## src/rtl/key_pkg.sv

```systemverilog
// Shared definitions for the key conditioner: default timings, width
// helpers, the released pin level and the hold-phase state type.
package key_pkg;

    localparam int DEBOUNCE_CYC_DEF = 12;
    localparam int LONG_CYC_DEF     = 1000;
    localparam int REPEAT_CYC_DEF   = 200;

    // Counter width needed to hold the values 0..n-1 (never below one bit).
    function automatic int cnt_width(input int n);
        return (n > 1) ? $clog2(n) : 1;
    endfunction

    function automatic int max_int(input int a, input int b);
        return (a > b) ? a : b;
    endfunction

    // Pin level seen while a key is not pressed.
    function automatic logic released_raw(input bit active_low);
        return active_low;
    endfunction

    // Hold-counter phase: counting to the first long press, counting
    // auto-repeat periods, or parked after a single long press.
    typedef enum logic [1:0] {
        HOLD_LONG   = 2'd0,
        HOLD_REPEAT = 2'd1,
        HOLD_SAT    = 2'd2
    } hold_state_t;

endpackage

```

## src/rtl/key_debounce_ch.sv

```systemverilog
// One key channel: two-flop synchroniser, restartable stability window,
// accepted level with press/release strobes, and long-press timing.
module key_debounce_ch
    import key_pkg::*;
#(
    parameter int DEBOUNCE_CYC = DEBOUNCE_CYC_DEF,
    parameter int LONG_CYC     = LONG_CYC_DEF,
    parameter bit REPEAT_EN    = 1'b0,
    parameter int REPEAT_CYC   = REPEAT_CYC_DEF,
    parameter bit ACTIVE_LOW   = 1'b0
) (
    input  logic clk_1KHz,
    input  logic rst_n,
    input  logic key_raw,
    output logic key_level,
    output logic key_level_nxt,
    output logic press,
    output logic key_release,
    output logic long_press
);

    localparam int DEB_W  = cnt_width(DEBOUNCE_CYC);
    localparam int HOLD_W = cnt_width(max_int(LONG_CYC, REPEAT_CYC) + 1);

    localparam logic [DEB_W-1:0]  DEB_LAST     = DEB_W'(DEBOUNCE_CYC - 1);
    localparam logic [HOLD_W-1:0] LONG_LAST    = HOLD_W'(LONG_CYC - 1);
    localparam logic [HOLD_W-1:0] REPEAT_LAST  = HOLD_W'(REPEAT_CYC - 1);
    localparam logic              RELEASED_RAW = released_raw(ACTIVE_LOW);

    logic sync_1, sync_2, key_sync;

    logic [DEB_W-1:0] deb_cnt, deb_cnt_nxt;
    logic             press_nxt, release_nxt;

    hold_state_t       hold_state, hold_state_nxt;
    logic [HOLD_W-1:0] hold_cnt, hold_cnt_nxt;
    logic              long_press_nxt;

    // Two-flop synchroniser on the raw pin. The flops hold the pin value
    // itself so they can reset to the released pin level; inverting after
    // the chain is equivalent to inverting before it.
    always_ff @(posedge clk_1KHz or negedge rst_n) begin
        if (!rst_n) begin
            sync_1 <= RELEASED_RAW;
            sync_2 <= RELEASED_RAW;
        end else begin
            // NOTE: non-blocking so sync_2 takes the previous sync_1 and the
            // chain really is two stages deep.
            sync_1 <= key_raw;
            sync_2 <= sync_1;
        end
    end

    // Active-high pressed level after synchronisation.
    assign key_sync = sync_2 ^ ACTIVE_LOW;

    // Stability window: any sample equal to the accepted level restarts it;
    // DEBOUNCE_CYC consecutive differing samples accept the new level.
    always_comb begin
        // NOTE: every output of this block is given a default first, so no
        // branch can leave one unassigned and infer a latch.
        deb_cnt_nxt   = deb_cnt;
        key_level_nxt = key_level;
        press_nxt     = 1'b0;
        release_nxt   = 1'b0;
        if (key_sync == key_level) begin
            deb_cnt_nxt = '0;
        end else if (deb_cnt == DEB_LAST) begin
            deb_cnt_nxt   = '0;
            key_level_nxt = key_sync;
            press_nxt     = key_sync;
            release_nxt   = ~key_sync;
        end else begin
            deb_cnt_nxt = deb_cnt + DEB_W'(1);
        end
    end

    // Accepted level, stability counter and press/release strobes.
    always_ff @(posedge clk_1KHz or negedge rst_n) begin
        if (!rst_n) begin
            deb_cnt     <= '0;
            key_level   <= 1'b0;
            press       <= 1'b0;
            key_release <= 1'b0;
        end else begin
            deb_cnt     <= deb_cnt_nxt;
            key_level   <= key_level_nxt;
            press       <= press_nxt;
            key_release <= release_nxt;
        end
    end

    // Hold timing: counts while the key stays accepted-pressed, fires the
    // first long press LONG_CYC cycles after the press strobe, then either
    // repeats every REPEAT_CYC or parks. A falling level clears everything
    // on the same edge and suppresses any strobe.
    always_comb begin
        hold_state_nxt = hold_state;
        hold_cnt_nxt   = hold_cnt;
        long_press_nxt = 1'b0;
        if (!key_level || !key_level_nxt) begin
            hold_state_nxt = HOLD_LONG;
            hold_cnt_nxt   = '0;
        end else begin
            case (hold_state)
                HOLD_LONG: begin
                    if (hold_cnt == LONG_LAST) begin
                        long_press_nxt = 1'b1;
                        if (REPEAT_EN) begin
                            hold_state_nxt = HOLD_REPEAT;
                            hold_cnt_nxt   = '0;
                        end else begin
                            hold_state_nxt = HOLD_SAT;
                        end
                    end else begin
                        hold_cnt_nxt = hold_cnt + HOLD_W'(1);
                    end
                end
                HOLD_REPEAT: begin
                    if (hold_cnt == REPEAT_LAST) begin
                        long_press_nxt = 1'b1;
                        hold_cnt_nxt   = '0;
                    end else begin
                        hold_cnt_nxt = hold_cnt + HOLD_W'(1);
                    end
                end
                HOLD_SAT: begin
                    hold_cnt_nxt = hold_cnt;
                end
                default: begin
                    hold_state_nxt = HOLD_LONG;
                    hold_cnt_nxt   = '0;
                end
            endcase
        end
    end

    // Hold phase, hold counter and long-press strobe registers.
    always_ff @(posedge clk_1KHz or negedge rst_n) begin
        if (!rst_n) begin
            hold_state <= HOLD_LONG;
            hold_cnt   <= '0;
            long_press <= 1'b0;
        end else begin
            hold_state <= hold_state_nxt;
            hold_cnt   <= hold_cnt_nxt;
            long_press <= long_press_nxt;
        end
    end

endmodule

```

## src/rtl/key_debounce_multi.sv

```systemverilog
// N-channel push-button conditioner for the 1 kHz board-control domain.
// The release strobe port is named key_release because 'release' is a
// reserved word in SystemVerilog.
module key_debounce_multi
    import key_pkg::*;
#(
    parameter int N_KEYS       = 4,
    parameter int DEBOUNCE_CYC = DEBOUNCE_CYC_DEF,
    parameter int LONG_CYC     = LONG_CYC_DEF,
    parameter bit REPEAT_EN    = 1'b0,
    parameter int REPEAT_CYC   = REPEAT_CYC_DEF,
    parameter bit ACTIVE_LOW   = 1'b0
) (
    input  logic              clk_1KHz,
    input  logic              rst_n,
    input  logic [N_KEYS-1:0] key_raw,
    output logic [N_KEYS-1:0] key_level,
    output logic [N_KEYS-1:0] press,
    output logic [N_KEYS-1:0] key_release,
    output logic [N_KEYS-1:0] long_press,
    output logic              any_pressed
);

    logic [N_KEYS-1:0] level_nxt;

    // One fully independent conditioner per key pin.
    for (genvar i = 0; i < N_KEYS; i++) begin : g_ch
        key_debounce_ch #(
            .DEBOUNCE_CYC (DEBOUNCE_CYC),
            .LONG_CYC     (LONG_CYC),
            .REPEAT_EN    (REPEAT_EN),
            .REPEAT_CYC   (REPEAT_CYC),
            .ACTIVE_LOW   (ACTIVE_LOW)
        ) u_ch (
            .clk_1KHz      (clk_1KHz),
            .rst_n         (rst_n),
            .key_raw       (key_raw[i]),
            .key_level     (key_level[i]),
            .key_level_nxt (level_nxt[i]),
            .press         (press[i]),
            .key_release   (key_release[i]),
            .long_press    (long_press[i])
        );
    end

    // any_pressed tracks the next accepted levels so it changes on the
    // same edge as key_level.
    always_ff @(posedge clk_1KHz or negedge rst_n) begin
        if (!rst_n) begin
            any_pressed <= 1'b0;
        end else begin
            any_pressed <= |level_nxt;
        end
    end

endmodule

```

## config.mk

```make
export PLATFORM = sky130hd
export DESIGN_NAME = key_debounce_multi
export DESIGN_NICKNAME = d
export VERILOG_FILES = /design/src/rtl/key_pkg.sv /design/src/rtl/key_debounce_ch.sv /design/src/rtl/key_debounce_multi.sv
export SDC_FILE = /design/constraint.sdc
export NUM_CORES = 1
export LEC_CHECK = 0
export CAP_MARGIN = 20
export CORE_MARGIN = 2
export CORE_UTILIZATION = 67
export CTS_BUF_LIST = sky130_fd_sc_hd__clkbuf_2
export CTS_CLUSTER_DIAMETER = 200
export DETAILED_ROUTE_END_ITERATION = 8
export DONT_BUFFER_PORTS = 1
export MAX_ROUTING_LAYER = met4
export PLACE_DENSITY = 0.81
export SYNTH_ARGS = -nofsm -noshare
export SYNTH_HDL_FRONTEND = slang
export SYNTH_SLANG_ARGS = --single-unit
```

## constraint.sdc

```tcl
create_clock -name clk_1KHz -period 4.55 [get_ports clk_1KHz]
set_input_delay 0.2275 -clock clk_1KHz [delete_from_list [all_inputs] [get_ports clk_1KHz]]
set_output_delay 0.2275 -clock clk_1KHz [all_outputs]
set_load 0.02 [all_outputs]
```

==> results.txt, run 1 <==
- Synth Net Count: 372
* Root Buffer Master: sky130_fd_sc_hd__clkbuf_2
- Starting Density: 0.7017
- CP cell instances: ha_1, nand3b_4, o21ai_0, a211oi_1, a41o_1
- Initial detailed-routing violation count: 243
- Summing internal, switching and leakage power gives roughly 1.2 mW.
* Maximum number of pins on one net before global-route repair: 86
* Crit-path max cell delay: 0.66 ns
- For the pin with the worst max-slew slack, the measured transition is just over 0.8 ns.
- Most common cell after layout, fill and taps aside: sky130_fd_sc_hd__dfrtp_1
- The worst setup path is launched from a flop.
- Routability congestion estimate: 0.8407
- TritonCTS built the clock tree.
- Number of filler cells placed in the layout: 364
- The H-tree was split into 3 levels.
- Buffers inserted during clock tree synthesis total 9.
- In the routed design, unresolved DRC markers number 0.
- I/O pin count: 23
- The routed layout has 2567 vias.
- Dividing the detail-routed wire length by the instance count gives between 15 and 20 um.
* Sink count of the clock tree: 85
- Final-layout worst hold slack: approximately 0.26 ns
* Number of optimization iterations in the first detailed-route pass: 4
* Synth unique cells: 39
- Setup TNS: 0 ns
- Headroom to the max-slew limit came out at 0.4551.
* Top cell family by delay on the critical path: compound AO/OA/AOI/OAI gates
- The tightest min-delay check is of the in -> async type.
- The run finished with clean final reports.
* Post-layout minimum cycle time: 1.960 ns
* Die Wd: slightly above 80 um
- The cell count after synthesis came out at 358.
- For this run, the share of the core covered by cells in the final layout is 0.7320.
- Most frequent cells in the layout: sky130_fd_sc_hd__dfrtp_1 (85), sky130_fd_sc_hd__nor2_1 (48), sky130_fd_sc_hd__xnor2_1 (24), sky130_fd_sc_hd__nand2_1 (24), sky130_fd_sc_hd__nor3b_1 (18)
* Clock latency at the later pin of the worst-skew pair: about 0.50 ns
- The critical path is of the reg -> reg type.
* P_leak: 1.792 nW
* Post-detailed-route count of antenna-violating nets: 0
- Ranked by total cell area, the synthesized netlist is headed by sky130_fd_sc_hd__dfrtp_1 (54%), sky130_fd_sc_hd__xnor2_1 (5.4%), sky130_fd_sc_hd__nor2_1 (4.6%).
- Relative to the synthesized area, the layout overhead comes to 4.319%.
- Vertical die dimension: 80.41 um
- Worst voltage drop across the vdd grid: 205.7 uV
* Final hold violations: 0
- Unrepaired setup endpoints after global routing: no
* Buffer count from post-CTS setup fixing: 0
- Once the clock tree was built, the resizer swapped 0 gates to a different size.
- Global-route total usage across every layer: 0.2295
- Fraction of post-synthesis cell area in the top cell type by area: 0.5438
* Part of the Yosys area used for sequential elements: 0.5438
- The die covers 6465 um2.
* Port Buffer Count: 0
- Buffer and inverter count on the worst path: 0
- Period utilisation layout: 0.4308
* Max Root-Sink Buffers: 2
- FF+latch count, synth: 85
* Number of antenna violations at the first check in global routing: 0
- In the final layout, the share of cells above drive strength 1 is 0.07500.
- Row generation in the floorplan step produced 27 rows.
- Clock transition at the registers of the reported paths: 0.20 ns
* Global-route wire length before repair: 11110 um
* Synthesis Warnings: 0
- Cell area after technology mapping: about 3900 um2
* Footprint of the multi-input gates: ~1600 um2
- The total overflow left after global routing is 0.
- Each instance of the synthesized netlist takes up on average 10.93 um2.
- Based on the critical path, the design can be clocked at up to 0.5102 GHz.
* Maximum clock skew at final layout: 0.02520 ns
- Maximum fanout encountered on the critical timing path: 7
* Number of global-route vias before repair: 2473
- Across the whole layout, storage elements account for 2127 um2.
* Slowest cell on the critical path: sky130_fd_sc_hd__o21ai_0
- Buffers inserted to repair hold after CTS numbered 6.
* # Max-Cap Violations: 0
- Critical Path End Type: flop
- Critical path data required time: 4.94 ns
- Detailed placement finished with a half-perimeter wire length of 4257 um.
- Top cell type by total area after synthesis: sky130_fd_sc_hd__dfrtp_1
- The count of final max-slew check failures was 0.
* Post-Route WL: roughly 6500 um
- The repair_antennas step left the layout with diodes totalling 0.
- Via-per-instance ratio: 5.942
- Floorplan Core Area: 5574 um2
- The final layout contains around 370 nets.
- STA puts the critical path data arrival time at between 2 and 2.5 ns.
- Setup violations remaining at the end of the flow were counted as 0.
- Power density of the placed cells: 303.4 nW/um2
## layer usage
metal | vias to the layer above | GRT usage | routed length, um
met5 | - | - | 0
met4 | 0 | 0.1068 | 103
li1 | 1238 | - | -
met2 | 37 | 0.3567 | 3288
met1 | 1281 | 0.2967 | 2950
met3 | 11 | 0.04045 | 172
## path summary, 6_finish.rpt
path                       slack [ns]                               from  depth (start not counted)                                   end
setup reg to reg                 2.59  g_ch[0].u_ch.deb_cnt[0]$_DFF_PN0_                          5  g_ch[0].u_ch.hold_cnt[2]$_DFFE_PN0P_
hold reg to reg                  0.38      g_ch[0].u_ch.sync_1$_DFF_PN0_                          0       g_ch[0].u_ch.key_sync$_DFF_PN0_
min in group clk_1KHz            0.28                         key_raw[2]                          1         g_ch[2].u_ch.sync_1$_DFF_PN0_
hold / removal                   0.26                              rst_n                          2  g_ch[2].u_ch.hold_cnt[4]$_DFFE_PN0P_
max in group asynchronous        3.97                              rst_n                          2  g_ch[0].u_ch.hold_cnt[2]$_DFFE_PN0P_
setup / recovery                 2.59  g_ch[0].u_ch.deb_cnt[0]$_DFF_PN0_                          5  g_ch[0].u_ch.hold_cnt[2]$_DFFE_PN0P_
## state kept, by name, summed over array words and instances, names as in the netlist
register,count
g_ch.u_ch.key_level,4
g_ch.u_ch.sync_1,4
g_ch.u_ch.press,4
g_ch.u_ch.key_sync,4
g_ch.u_ch.deb_cnt,16
any_pressed,1
g_ch.u_ch.long_press,4
g_ch.u_ch.key_release,4
g_ch.u_ch.hold_cnt,40
g_ch.u_ch.hold_state,4
## final cells by class
type,instances,area share
inverters,6,0.005520
clock buffers,10,0.01227
flip-flops and latches,85,0.5213
well taps,72,0.02208
multi-input cells,246,0.3974
clock inverters,3,0.01564
repair buffers,10,0.02576
## synthesized netlist by cell type, drive strengths merged
cell,number
a41oi,2
xor2,3
nand2,24
or3,7
nand2b,1
a41o,1
a31oi,3
and2,2
ha,8
o21ai,12
clkbuf,4
o41ai,1
and4,3
nor4,8
nand4,6
a211oi,1
o21a,2
nor3,11
nor2b,6
mux2,6
nand3b,6
nor4bb,1
o21bai,1
dfrtp,85
or4,2
nor2,48
mux2i,8
inv,6
nand3,10
o41a,1
xnor2,24
nor3b,18
buf,17
a21oi,17
nand4b,3
## report_power, final
group	internal (mW)	switching, mW	total (mW)
Sequential	0.770	0.0133	0.783
Combinational	0.0220	0.0290	0.0510
Clock	0.174	0.230	0.404
Total	0.966	0.272	1.24
## per-stage QoR
step / setup slack [ns] / std cells / instance area (um2)
final: 2.590 / 432 / 4080
after global routing: 2.411 / 432 / 4080
after CTS: 2.350 / 431 / 4073
after detailed placement: 2.373 / 412 / 3881
after global placement: 2.434 / 410 / 3869
after floorplan: 2.860 / 358 / 3911
## cells by family after synthesis
kind of cell | Yosys count | synth area share
AOI/OAI and AO/OA | 41 | 0.06750
xor gates and xnor gates | 27 | 0.06046
adders and majority gates | 8 | 0.02559
and+or+nand+nor | 156 | 0.2204
muxes | 14 | 0.04063
DFF | 85 | 0.5438
buffers and inverters | 27 | 0.04159
No activity file was read; power rests on OpenSTA's default activity.
==> inputs of run 2 (changes only) <==
--- a/config.mk
+++ b/config.mk
@@ -5,15 +5,16 @@
 export SDC_FILE = /design/constraint.sdc
 export NUM_CORES = 1
 export LEC_CHECK = 0
+export ABC_AREA = 1
 export CAP_MARGIN = 20
 export CORE_MARGIN = 2
-export CORE_UTILIZATION = 67
+export CORE_UTILIZATION = 59
 export CTS_BUF_LIST = sky130_fd_sc_hd__clkbuf_2
 export CTS_CLUSTER_DIAMETER = 200
 export DETAILED_ROUTE_END_ITERATION = 8
 export DONT_BUFFER_PORTS = 1
 export MAX_ROUTING_LAYER = met4
-export PLACE_DENSITY = 0.81
+export PLACE_DENSITY = 0.76
 export SYNTH_ARGS = -nofsm -noshare
 export SYNTH_HDL_FRONTEND = slang
 export SYNTH_SLANG_ARGS = --single-unit
==> constraint.sdc (replaced) <==
create_clock -name clk_1KHz -period 1.8 [get_ports clk_1KHz]
set_input_delay 0.09 -clock clk_1KHz [delete_from_list [all_inputs] [get_ports clk_1KHz]]
set_output_delay 0.09 -clock clk_1KHz [all_outputs]
set_load 0.02 [all_outputs]
==> results.txt, run 2 <==
- Of the post-synthesis cell area, the dominant cell type holds 0.5145.
* Post-route insts no fill: between 500 and 600
- Sink count of the clock tree: 85
* Number of optimization iterations in the first detailed-route pass: 4
- Maximum number of pins on one net before global-route repair: 86
* Buffer count from post-CTS setup fixing: 0
* Post-Synthesis Cells: 492
* Reg with most FFs: g_ch.u_ch.hold_cnt
* Status: finished, violations left
- Critical Path End Type: flop
- Most common cell after layout, fill and taps aside: sky130_fd_sc_hd__nand2_1
- Worst voltage drop across the vdd grid: 495.9 uV
* Final-stage net count: a little over 500
* Maximum fanout encountered on the critical timing path: 7
- Once detail routing completed, the nets flagged for antenna violations numbered 0.
- HP Class: in -> async
* Slowest cell on the critical path: sky130_fd_sc_hd__dfrtp_1
- Max Root-Sink Buffers: 2
- By area the synthesized netlist is led by sky130_fd_sc_hd__dfrtp_1 (51%), sky130_fd_sc_hd__nand2_1 (8.3%), sky130_fd_sc_hd__nor2_1 (6.2%).
- Power Internal: 2.488 mW
* CTS tree: yes
- The count of final max-slew check failures is 0.
- For met2 alone, demand over resource in global routing was 0.3216.
* Routability congestion estimate: 0.9129
- Part of the power in registers: 0.626
- Clock transition at the registers of the reported paths: ~0.22 ns
* Final hold violations: 85
- Yosys printed 0 warnings.
* Critical path data required time: 2.22 ns
* Met3 usage in global routing: 0.03770
* Post-Route WL: between 7000 and 8000 um
- The worst setup path is of the reg -> reg kind.
* Total Die Area: 7692 um2
* Comb power frac: 0.036
- Number of filler cells placed in the layout: 546
- Synth unique cells: 31
- After detailed routing, the number of remaining DRC violations is 0.
* CP cell instances: ha_1, nand2_1, nor2_1, nand2_1, nand2_1, inv_4, nand2_1, nor2_1, nand2_1, o21ai_0
- When the netlist entered floorplanning its net count stood at 506.
- Starting Density: 0.6085
* Final-layout worst hold slack: -0.7683 ns
* Most frequent cell after synthesis: sky130_fd_sc_hd__nand2_1
* Number of global-route vias before repair: a little under 3000
- Buffers placed on the I/O ports in this run total 0.
- After detailed placement, the design holds a cell count of 572.
* Net Sw Frac: 0.2247
- Clock skew on the completed layout was measured at ~0.026 ns.
- GRT overflow: 0
- After detailed placement, the total cell area comes to 4136 um2.
- Summed over all nets, the switching power comes to 0.7211 mW.
* Global-route wire length before repair: 12500 um
- On the worst path, the slowest cell contributes a delay of 0.44 ns.
- Root Buffer Master: sky130_fd_sc_hd__clkbuf_2
- For the worst-skew pair, the clock arrives at the later sink with an insertion delay of a little over 0.5 ns.
* Number of antenna violations at the first check in global routing: 0
- The first routing iteration left 135 violations.
- Post-layout minimum cycle time: 1.619 ns
- Post-Synthesis Mean Instance Area: 8.402 um2
* Antenna Diode Count: 0
- Of the total power, the clock network draws 0.338.
* Placement row count: 30
- In the final layout, the share of cells above drive strength 1 is 0.07258.
- Global-route met1 utilization: 0.2801
* Floorplan Core Area: 6794 um2
- Max-cap violations in this run came to 0.
- Among all flip-flop cells after synthesis, the most frequent one is sky130_fd_sc_hd__dfrtp_1.
* Top cell type by total area after synthesis: sky130_fd_sc_hd__dfrtp_1
* Setup TNS: 0 ns
- Die Wd: 87.71 um
* Critical path data arrival time: 2.04 ns
- Setup violations remaining at the end of the flow were counted as 0.
- Largest registers: g_ch.u_ch.hold_cnt (40), g_ch.u_ch.deb_cnt (16)
* Final design instance area without fill: 4312 um2
- Of the available clock period, the critical path in the final layout requires 0.8995.
- FF-to-FF path depth: 10
* Worst-case headroom to the max-slew limit: 0.7333
- The commonest cells after synthesis are sky130_fd_sc_hd__nand2_1 (91), sky130_fd_sc_hd__dfrtp_1 (85), sky130_fd_sc_hd__nor2_1 (68).
* Via-per-instance ratio: about 5.1
- In the layout the commonest cells are sky130_fd_sc_hd__nand2_1 (91), sky130_fd_sc_hd__dfrtp_1 (85), sky130_fd_sc_hd__nor2_1 (68), sky130_fd_sc_hd__inv_1 (67), sky130_fd_sc_hd__o21ai_0 (33).
- Dividing total power by cell area gives a power density of 744.4 nW/um2.
- Global-route total usage across every layer: 0.2132
* Async SR Flop Fraction: 1.000
- The worst path meets setup with 0.1810 ns of slack.
- Cell area after technology mapping: 4134 um2
- Setup repair after global routing left no endpoint under its margin.
- Compared with the post-synthesis result, the final layout area differs by 4.298%.
- For the pin with the worst max-slew slack, the measured transition is 0.3959 ns.
- Setup WS pre-CTS: between 0.15 and 0.2 ns
- Vertical die dimension: slightly below 90 um
* FF+latch count, synth: between 80 and 90
- The clock tree synthesis step divided the H-tree into 3 levels.
- Buffers inserted to repair hold after CTS numbered 4.
* P_leak: 2.046 nW
* Half-perimeter wire length of the detailed placement result: around 5000 um
- The register with the most flip-flops in the layout has 40 of them.
- The checks that failed: negative hold slack.
* Final routed wire length divided by cell count: 12.02 um
* Highest-utilization routing layer at the global route stage: met2
* Most frequent cell on the critical path: sky130_fd_sc_hd__nand2_1
- Number of enable-type register cells in the synthesized netlist: 0
* Highest clock frequency the design can meet: between 0.6 and 0.7 GHz
* Part of the Yosys area used for sequential elements: 0.5145
- Pin placement for this block handled 23 I/O pins.
- CTS buffer count: 9
- The routed layout has 3041 vias.
* Type of element launching the critical path: flop
-- run 2: per-layer routing --
metal  routed length [um]  part of all wire  vias up
met2                 3218              0.45       72
li1                     -                 -     1559
met5                    0                 0        -
met1                 3447              0.48     1395
met4                  142             0.020        0
met3                  309             0.043       15
-- run 2: timing repair --
item	CTS	global route
gates resized for setup	0	1
hold endpoints to repair	89	85
setup endpoints to repair	0	1
-- run 2: logic make-up (layout without fill, tap and decap cells) --
group,after synthesis,count (layout),synth area share
fa+ha+maj,8,8,0.02421
simple gates,233,233,0.2485
xor+xnor,13,13,0.02754
flops,85,85,0.5145
compound gates,64,64,0.08838
buf+inv,89,93,0.09685
-- run 2: worst paths after layout --
check | from | endpoint | slack [ns]
min in group clk_1KHz | key_raw[2] | g_ch[2].u_ch.sync_1$_DFF_PN0_ | 0.12
hold / removal | rst_n | g_ch[3].u_ch.long_press$_DFF_PN0_ | -0.77
setup / recovery | g_ch[1].u_ch.deb_cnt[0]$_DFF_PN0_ | g_ch[1].u_ch.hold_cnt[0]$_DFFE_PN0P_ | 0.18
setup reg to reg | g_ch[1].u_ch.deb_cnt[0]$_DFF_PN0_ | g_ch[1].u_ch.hold_cnt[0]$_DFFE_PN0P_ | 0.18
hold reg to reg | g_ch[2].u_ch.sync_1$_DFF_PN0_ | g_ch[2].u_ch.key_sync$_DFF_PN0_ | 0.38
max in group asynchronous | rst_n | g_ch[1].u_ch.hold_cnt[9]$_DFFE_PN0P_ | 2.42
-- run 2: power by group through the flow --
stage | registers, mW | clock network (mW) | logic [mW]
after global routing | 2.02 | 1.21 | 0.131
after floorplan | 2.03 | 0 | 0.0903
after CTS | 2.01 | 1.12 | 0.117
after global placement | 2.04 | 0 | 0.0981
after detailed placement | 2.04 | 0 | 0.110
final | 2.01 | 1.09 | 0.116
-- run 2: final cells by class --
cell class | count | area (um2) | share of cell area
Clock buffer | 12 | 60.06 | 0.01393
Timing Repair Buffer | 5 | 47.55 | 0.01103
Clock inverter | 4 | 72.57 | 0.01683
Inverter | 72 | 277.8 | 0.06442
Tap cell | 96 | 120.1 | 0.02786
Multi-Input combinational cell | 318 | 1607 | 0.3726
Sequential cell | 85 | 2127 | 0.4933
-- run 2: worst max-delay path: cells and delay by family (launching register included) --
family | cells | cell delay (ns)
adder cells (fa/ha/maj) | 1 | 0.23
AO/OA/AOI/OAI | 1 | 0.08
AND/OR/NAND/NOR | 7 | 0.66
flip-flops | 1 | 0.44
buffers and inverters | 1 | 0.15
-- run 2: through the flow --
step           power (mW)  utilization
2_1_floorplan       2.119            -
3_3_place_gp        2.136       0.6088
3_5_place_dp        2.151       0.6088
4_1_cts             3.245       0.6343
5_1_grt             3.359       0.6346
6_report            3.209       0.6346
